File: src/rtl/ws2812_chain_driver.sv
// WS2812 chain driver: streams a NUM_LEDS x 24-bit pixel buffer as WS2812 bit
// frames (GRB, MSB first) followed by a latch/reset low period.
module ws2812_chain_driver #(
    parameter int NUM_LEDS = 8,
    parameter int T0H      = 6,
    parameter int T1H      = 13,
    parameter int TBIT     = 20,
    parameter int TRST     = 1280,
    localparam int AW      = (NUM_LEDS > 1) ? $clog2(NUM_LEDS) : 1
) (
    input  logic          CLK,
    input  logic          RST,
    input  logic          wr_en,
    input  logic [AW-1:0] wr_addr,
    input  logic [23:0]   wr_data,
    input  logic          start,
    input  logic          loop,
    output logic          busy,
    output logic          done,
    output logic          DOUT
);

    localparam int CMAX = (TBIT > TRST) ? TBIT : TRST;
    localparam int CW   = $clog2(CMAX + 1);

    localparam logic [CW-1:0] C_T0H_M1  = CW'(T0H - 1);
    localparam logic [CW-1:0] C_T1H_M1  = CW'(T1H - 1);
    localparam logic [CW-1:0] C_TBIT_M1 = CW'(TBIT - 1);
    localparam logic [CW-1:0] C_TBIT_M2 = CW'(TBIT - 2);
    localparam logic [CW-1:0] C_TRST_M1 = CW'(TRST - 1);
    localparam logic [AW:0]   ADDR_LIM  = (AW + 1)'(NUM_LEDS);
    localparam logic [AW-1:0] LAST_PIX  = AW'(NUM_LEDS - 1);

    typedef enum logic [2:0] {IDLE, LOAD, HIGH, LOW, LATCH} state_t;

    state_t        state, state_n;
    logic [CW-1:0] cnt, cnt_n;
    logic [4:0]    bit_idx, bit_n;
    logic [AW-1:0] pix_idx, idx_n;
    logic [23:0]   shreg, sh_n;
    logic [CW-1:0] hi_m1;
    logic          last_pix;
    logic          dout_q;

    logic [23:0]   pixbuf [NUM_LEDS];

    // Buffer is deliberately not reset so pixel contents survive RST.
    always_ff @(posedge CLK) begin
        if (wr_en && ({1'b0, wr_addr} < ADDR_LIM))
            pixbuf[wr_addr] <= wr_data;
    end

    assign hi_m1    = shreg[23] ? C_T1H_M1 : C_T0H_M1;
    assign last_pix = (pix_idx == LAST_PIX);

    always_ff @(posedge CLK or posedge RST) begin
        if (RST) begin
            state   <= IDLE;
            cnt     <= '0;
            bit_idx <= '0;
            pix_idx <= '0;
            shreg   <= '0;
            dout_q  <= 1'b0;
        end else begin
            state   <= state_n;
            cnt     <= cnt_n;
            bit_idx <= bit_n;
            pix_idx <= idx_n;
            shreg   <= sh_n;
            dout_q  <= (state == HIGH);
        end
    end

    always_comb begin
        state_n = state;
        cnt_n   = cnt;
        bit_n   = bit_idx;
        idx_n   = pix_idx;
        sh_n    = shreg;
        done    = 1'b0;
        unique case (state)
            IDLE: begin
                cnt_n = '0;
                if (start) begin
                    state_n = LOAD;
                    idx_n   = '0;
                end
            end
            LOAD: begin
                sh_n    = pixbuf[pix_idx];
                bit_n   = 5'd23;
                cnt_n   = '0;
                state_n = HIGH;
            end
            HIGH: begin
                cnt_n = cnt + 1'b1;
                if (cnt >= hi_m1)
                    state_n = LOW;
            end
            LOW: begin
                cnt_n = cnt + 1'b1;
                // Inter-pixel LOAD takes the last cycle of bit 0's period.
                if (bit_idx == 5'd0 && !last_pix) begin
                    if (cnt >= C_TBIT_M2) begin
                        state_n = LOAD;
                        idx_n   = pix_idx + 1'b1;
                    end
                end else if (cnt >= C_TBIT_M1) begin
                    cnt_n = '0;
                    if (bit_idx == 5'd0) begin
                        state_n = LATCH;
                    end else begin
                        state_n = HIGH;
                        bit_n   = bit_idx - 5'd1;
                        sh_n    = {shreg[22:0], 1'b0};
                    end
                end
            end
            LATCH: begin
                cnt_n = cnt + 1'b1;
                if (cnt >= C_TRST_M1) begin
                    done    = 1'b1;
                    cnt_n   = '0;
                    idx_n   = '0;
                    state_n = loop ? LOAD : IDLE;
                end
            end
            default: state_n = IDLE;
        endcase
    end

    assign busy = (state != IDLE);
    // Registered DOUT gives the two-cycle start latency with unchanged widths.
    assign DOUT = dout_q;

endmodule

File: config.mk
export PLATFORM = sky130hd
export DESIGN_NAME = ws2812_chain_driver
export DESIGN_NICKNAME = d
export VERILOG_FILES = /design/src/rtl/ws2812_chain_driver.sv
export SDC_FILE = /design/constraint.sdc
export NUM_CORES = 1
export LEC_CHECK = 0
export BUFFER_PORTS_ARGS = -buffer_cell sky130_fd_sc_hd__buf_2
export CORE_MARGIN = 4
export CORE_UTILIZATION = 60
export CTS_BUF_LIST = sky130_fd_sc_hd__clkbuf_4 sky130_fd_sc_hd__clkbuf_8
export DETAILED_ROUTE_END_ITERATION = 8
export GPL_TIMING_DRIVEN = 1
export HOLD_SLACK_MARGIN = 0.08
export PLACE_DENSITY = 0.78
export RECOVER_POWER = 50
export REMOVE_ABC_BUFFERS = 1
export SETUP_SLACK_MARGIN = 0.3
export SKIP_CTS_REPAIR_TIMING = 1
export SYNTH_ARGS = -nofsm -noshare
export SYNTH_HDL_FRONTEND = slang
export SYNTH_SLANG_ARGS = --single-unit
File: constraint.sdc
create_clock -name CLK -period 6 [get_ports CLK]
set_input_delay 0.3 -clock CLK [delete_from_list [all_inputs] [get_ports CLK]]
set_output_delay 0.3 -clock CLK [all_outputs]
set_load 0.01 [all_outputs]
Word-level counts from Yosys, hierarchy flattened
Memory sizes are Yosys's and may differ from the RTL's.
Index checks and enable logic that the tools add are counted.
{"block": "totals", "mem_count": 1, "ramBits": 192, "ff_bits": 47, "elab_cells": 72, "output_inout_bits": 3}
{"block": "op_classes", "n_mux": 31, "n_eq_ne": 15, "magnitude_cmp": 4, "n_reduce_logical": 12, "addsub": 3}
{"name": "pixbuf", "depth": 8, "width": 24, "read_ports": 1, "rd_ports_with_merged_regs": 0, "wr": 1, "line": "45", "source": "logic [23:0] pixbuf [NUM_LEDS];"}
{"operator": "$mux W24", "n": 3}
{"operator": "$pmux W24 S2", "n": 1}
{"operator": "$pmux W11 S4", "n": 1}
{"operator": "$mux W11", "n": 3}
{"operator": "$mux W3", "n": 11}
{"operator": "$ge A11 B5 Y1 const B", "n": 2}
{"operator": "$mux W5", "n": 3}
{"operator": "$pmux W3 S5", "n": 1}
{"operator": "$ne A2 B2 Y1 const B", "n": 7}
{"operator": "$add A11 B1 Y11 const B", "n": 1}
{"operator": "$ge A11 B11 Y1 const B", "n": 1}
{"operator": "$ge A11 B4 Y1", "n": 1}
{"operator": "$pmux W5 S2", "n": 1}
{"operator": "$reduce_and A5 Y1", "n": 2}
{"operator": "$pmux W3 S3", "n": 1}
{"operator": "$eq A3 B2 Y1 const B", "n": 2}
{"operator": "$eq A3 B3 Y1 const B", "n": 2}
{"operator": "$ne A3 B3 Y1 const B", "n": 2}
{"operator": "$reduce_bool A3 Y1", "n": 2}
{"operator": "$logic_not A5 Y1", "n": 1}
{"operator": "$mux W1", "n": 5}
{"operator": "$sub A5 B1 Y5 const B", "n": 1}
{"operator": "$mux W4", "n": 1}
{"operator": "$reduce_and A4 Y1", "n": 1}
{"operator": "9 further kinds", "n": 9}

Depth between registers and ports, before layout
Gate-level depths: netlist (run 1).
{"block": "logic_depth", "word_depth": 5, "ltp_mapped": 8, "depth_no_buf": 7}

Worst setup path before layout (run 1)
Ideal clock, no wire load.
{"block": "synth_timing", "kind": "input port to flip-flop", "from": "input wr_addr[2]", "to": "memory pixbuf[0][0] (enable)", "setup_time_ps": 435, "t_required_ps": 5565, "cell_stages": 2, "t_arrival_ps": 2149, "slack_ps": 3415, "path_cell_list": "nand2b_1 > nor3_1"}
{"element": "start: declaration", "line": "14", "source": "input logic [AW-1:0] wr_addr,"}
{"element": "end: declaration", "line": "45"}
No word-level cell before the write port.

Worst setup path in the final report (run 1)
{"block": "layout_timing", "from": "register cnt[1]", "to": "output done"}
{"block": "layout_between", "elab_chain_len": 3}
{"element": "start: declaration", "line": "37", "source": "logic [CW-1:0] cnt, cnt_n;"}
{"element": "start signal: assignment", "line": "66", "source": "cnt <= cnt_n;"}
{"element": "$ge A11 B11 Y1", "line": "121", "source": "if (cnt >= C_TRST_M1) begin"}
{"element": "$mux W1", "line": "121"}
{"element": "$mux W1", "line": "81", "source": "unique case (state)"}
{"element": "end: declaration", "line": "19", "source": "output logic done,"}
Every way passes these cells.

==> metrics.txt, run 1 <==
status finished, violations left; failing checks capacitance limit, slew limit; Final Hold Viols 0; max incr delay on CP 0.55 ns; first-pass GRT wire length 28.6 mm; setup violators final 0; Post-synth top cells edfxtp_1 (192), nand2_1 (70), o21ai_0 (58), mux4_2 (48), dfrtp_1 (47); Worst setup endpoint done; hold path depth 3; Core Area 15,900 µm²; antenna violations before repair 0; routability cong. 0.856; chip width 136 µm; Async SR Flop Fraction 0.197; min-delay src start; Worst EP required 5.70 ns; cell depth of the worst flop-to-flop path 6; Comb pwr share 0.215; initial DRC count 329; Cell Area, Synth 9760 µm²; Die ar. 18,400 µm²; main area contributors after synthesis edfxtp_1 (59%), dfrtp_1 (12%), mux4_2 (11%), o21ai_0 (3.0%), nand2_1 (2.7%); leak pwr 0.00382 µW; Yosys reg bits 239; Clock Path Buffers 3; Total Wirelength 18.1 mm; I/O Pins 35; NetSw 1310 µW; post-place setup slack 3.47 ns; # clock sinks 239; Starting Density 0.614; WL per Instance 19.8 µm; Die H 136 µm; Least-Margin Pin Slew 1.88 ns; CTS Buf Count 38; fin crit share 0.433; Gate Count Post-Synth 585; max capacitance violation total 1; Startpoint Class flop; sequential power share 0.477; Main synth FF type edfxtp_1; Seq/Total Area, Yosys 0.711; I/O Buffers 34; crit path time final 2.60 ns; Mapped Avg Cell Area 16.7 µm²; setup_tns 0 ns; Slew Viols, Final 48; top cell type's share of synthesized area 0.591; EDFF count, synth 192; Yosys warning total 0; drt drc 0; crit path capture type output port; detailed placer's ending HPWL 10.0 mm; reg-to-reg startpoint pix_idx[0]$_DFFE_PP0P_; Antenna Violating Nets Remaining 0; WP data arrival 2.30 ns; area leader, netlist edfxtp_1; Initial DRT Pass Iterations 5; clock skew 0.00960 ns; crit-path cells ha_1 > a21oi_1 > o41ai_2 > and4_1 > buf_2; fin worst setup slack 3.40 ns; Worst Setup SP cnt[1]$_DFFE_PP0P_; Register-to-Register Setup Slack 3.52 ns; clock share of power 0.308; Area growth syn-to-layout 14.6%; Switching Share 0.287; via count of the first global-routing pass 5,400; fmax 385 MHz; H-tree lvl count 2; final net count 708; most common cell in the netlist edfxtp_1; Root Buffer Master clkbuf_8; RSZ-0062 raised after global routing false; post-synth cell types 49; global route overflow 0; Total GRT Usage 0.204; pwr dens 409 nW/µm²; P_int 3260 µW; RR Endpoint cnt[6]$_DFFE_PP0P_; Core Rows 46; layout cells sized above 1 0.220; vias post-DR 5,369; CTS tree built; vias per inst 5.88; hold crit path type primary input to flop; CP max-delay cell dfrtp_1; peak supply drop 286 µV; Clk pin slew, worst setup/hold paths 0.06 ns; insertion delay of the later-clocked pin in the worst-skew pair 0.51 ns; ANT cells 0; pin count of the biggest net entering global routing 52; largest fanout on the critical path 9; critical path class flop to output port; Slew HR -0.256
power by group through the flow:
stage          combinational [µW]  sequential (µW)  clock [µW]
2_1_floorplan                 738             2190           0
3_3_place_gp                  946             2200           0
3_5_place_dp                  978             2210           0
4_1_cts                       981             2180        1440
5_1_grt                      1110             2220        1530
6_report                      982             2180        1410
metrics by stage:
step	power [µW]	cells	hold slack [ns]	cell area [µm²]	util
after global placement	3150	821	0.459	10200	0.642
after CTS	4600	890	0.0289	11000	0.692
final	4570	913	0.147	11200	0.704
after floorplan	2930	558	0.399	9630	-
after global routing	4850	913	0.124	11200	0.704
after detailed placement	3190	821	0.465	10200	0.642
per-layer routing:
| metal | GRT usage | vias up | part of all wire |
|---|---|---|---|
| met4 | 0.0588 | 0 | 0.017 |
| met1 | 0.290 | 2728 | 0.43 |
| li1 | - | 2450 | - |
| met3 | 0.0457 | 29 | 0.058 |
| met5 | 0 | - | 0 |
| met2 | 0.326 | 162 | 0.50 |
worst min-delay path by stage:
stage / to / slack [ns]
after floorplan: pixbuf[0][0]$_DFFE_PP_ / 0.40
after global placement: shreg[21]$_DFFE_PP0P_ / 0.46
after detailed placement: shreg[6]$_DFFE_PP0P_ / 0.46
after CTS: pixbuf[2][1]$_DFFE_PP_ / 0.03
after global routing: state[0]$_DFFE_PP0P_ / 0.12
final: state[0]$_DFFE_PP0P_ / 0.15
placed cells by master (no fill, tap or decap), types with 15 or more instances in the layout:
master         instances
edfxtp_1             192
dlygate4sd3_1         23
o21ai_0               58
nand2_1               70
clkbuf_8              45
nor2_1                16
mux2i_1               25
dfrtp_1               45
clkbuf_1              28
mux4_2                48
clkbuf_4              15
logic make-up after synthesis:
logic type / after synthesis / share of synthesized area
AOI/OAI and AO/OA: 93 / 0.0577
xor gates and xnor gates: 7 / 0.00628
adders and majority gates: 8 / 0.0103
buffers and inverters: 36 / 0.0164
DFF: 239 / 0.711
muxes: 73 / 0.136
and+or+nand+nor: 129 / 0.0615
sequential cells by signal, indices dropped and copies added, names as in the netlist:
| name | flops |
|---|---|
| bit_idx | 5 |
| shreg | 24 |
| cnt | 11 |
| state | 3 |
| pix_idx | 3 |
| pixbuf | 192 |
| DOUT | 1 |
final cells by class:
class	instances	area (µm²)
Multi-Input combinational cell	310	2670
Fill cell	1038	4700
Tap cell	216	270
Sequential cell	239	6950
Clock inverter	9	67.6
Timing Repair Buffer	70	458
Clock buffer	60	732
Inverter	9	33.8
critical path, delay by kind of cell, from the launching register on:
kind	cells	cell delay, ns
flops	1	0.55
compound gates	2	0.53
fa+ha+maj	1	0.35
simple gates	1	0.23
buf+inv	1	0.13
No activity file was read; power rests on OpenSTA's default activity.
==> run 2, diff against run 1 <==
==> constraint.sdc (replaced) <==
create_clock -name CLK -period 2.57 [get_ports CLK]
set_input_delay 0.1285 -clock CLK [delete_from_list [all_inputs] [get_ports CLK]]
set_output_delay 0.1285 -clock CLK [all_outputs]
set_load 0.01 [all_outputs]
==> run 2 against run 1 <==
The flow now finishes without violations. Power rose by 140%. Sequential power rose by 130%. Register-to-register slack got worse by 3.0 ns. Routed wire length is 2.5% higher. Global-route usage increased by 0.55 points. Clock power rose by 140%. Non-clock buffer count up 11. Clock skew increased by 0.011 ns. Worst hold slack better by 0.014 ns. Largest power group unchanged.
==> metrics.txt, run 2 (synthesized netlist as in run 1, its figures left out) <==
Clock Path Buffers 3; vias post-DR 5,412; first-pass GRT wire length 29.4 mm; WL per Instance 20.1 µm; leak pwr 0.00387 µW; Slew HR 0.196; RR Endpoint cnt[3]$_DFFE_PP0P_; Core Rows 46; Startpoint Class flop; Antenna Violating Nets Remaining 0; hold_ws 0.162 ns; Clk pin slew, worst setup/hold paths 0.06 ns; Core Area 15,900 µm²; H-tree lvl count 2; peak supply drop 703 µV; routability cong. 0.869; global route overflow 0; fin crit share 0.821; via count of the first global-routing pass 5,562; Least-Margin Pin Slew 1.21 ns; max reg flops 192; antenna violations before repair 0; CP max-delay cell dfrtp_2; cell family with most CP delay flip-flops; Fill cells 1,031; ANT cells 0; insertion delay of the later-clocked pin in the worst-skew pair 0.53 ns; CP Buf/Inv Count 1; Slew Viols, Final 0; Register-to-Register Setup Slack 0.49 ns; clock skew 0.0202 ns; most common cell after layout, fill and taps aside edfxtp_1; WP data arrival 1.98 ns; post-place setup slack 0.323 ns; hold path depth 3; largest fanout on the critical path 8; crit path capture type output port; Starting Density 0.614; layout cells sized above 1 0.228; max incr delay on CP 0.45 ns; Worst EP required 2.44 ns; reg-to-reg startpoint cnt[0]$_DFFE_PP0P_; CTS Buf Count 38; fmax 474 MHz; detailed placer's ending HPWL 10.6 mm; I/O Pins 35; RSZ-0062 raised after global routing false; area of the multi-input gates 2680 µm²; Area growth syn-to-layout 15.9%; cell depth of the worst flop-to-flop path 6; I/O Buffers 34; # clock sinks 239; Die ar. 18,400 µm²; hold crit path type primary input to flop; Final Hold Viols 0; FF+latch area 6950 µm²; min-delay src wr_addr[0]; top flop regs pixbuf: 192 flops, shreg: 24 flops, cnt: 11 flops; Total Wirelength 18.6 mm; most frequent cells in the layout edfxtp_1 (192), nand2_1 (70), o21ai_0 (58); pin count of the biggest net entering global routing 51; Initial DRT Pass Iterations 5; pwr dens 961 nW/µm²; drt drc 0; crit-path cells ha_2 > a21oi_1 > o41ai_2 > and4_1 > buf_2; Core Util, Final 0.712; critical path class flop to output port; initial DRC count 338; vias per inst 5.86; setup violators final 0; final net count 719; hold endpoint pixbuf[1][18]$_DFFE_PP_; chip width 136 µm; max capacitance violation total 0; Most flops, register pixbuf; CTS tree built; Die H 136 µm; crit path time final 2.11 ns; fin worst setup slack 0.459 ns; Root Buffer Master clkbuf_8; status finished clean; Total GRT Usage 0.210
## run 2: metrics by stage
stage | std cells | TNS [ns] | power [µW] | area [µm²]
6_report | 923 | 0 | 10900 | 11300
5_1_grt | 923 | 0 | 11500 | 11300
4_1_cts | 895 | 0 | 10900 | 11100
3_5_place_dp | 827 | 0 | 7550 | 10300
3_3_place_gp | 827 | 0 | 7430 | 10300
2_1_floorplan | 558 | -26.65 | 6830 | 9630
## run 2: worst register-to-register path, delay by kind of cell, from the launching register on
kind            cells  cell delay, ns
compound gates      4            1.04
flops               1            0.47
fa+ha+maj           1            0.25
simple gates        1            0.24
## run 2: area by class of cell
type                            instances  area share
Inverter                                9     0.00299
Tap cell                              216      0.0239
Clock inverter                          9     0.00896
Clock buffer                           59      0.0624
Timing Repair Buffer                   81      0.0508
Sequential cell                       239       0.614
Multi-Input combinational cell        310       0.237
## run 2: routing by layer
layer / up-vias / global-route usage / routed length [µm]
met1: 2765 / 0.287 / 7730
met5: - / 0 / 0
met4: 0 / 0.0588 / 309
li1: 2468 / - / -
met2: 150 / 0.347 / 9490
met3: 29 / 0.0468 / 1040
## run 2: worst max path at each step
| stage | start | endpoint | slack (ns) | depth (start not counted) |
|---|---|---|---|---|
| global placement | cnt[1]$_DFFE_PP0P_ | cnt[4]$_DFFE_PP0P_ | 0.44 | 6 |
| global route | cnt[0]$_DFFE_PP0P_ | cnt[1]$_DFFE_PP0P_ | 0.34 | 6 |
| floorplan | pix_idx[0]$_DFFE_PP0P_ | pix_idx[0]$_DFFE_PP0P_ | -0.73 | 6 |
| detailed placement | cnt[1]$_DFFE_PP0P_ | cnt[5]$_DFFE_PP0P_ | 0.32 | 6 |
| finish | cnt[0]$_DFFE_PP0P_ | done | 0.46 | 5 |
| CTS | cnt[1]$_DFFE_PP0P_ | done | 0.14 | 5 |
## run 2: where the power goes
part	internal [µW]	leakage (µW)	switching, µW
Sequential	4600	0.00233	321
Combinational	1190	0.00111	1400
Clock	1960	0.000432	1410
Total	7740	0.00387	3130
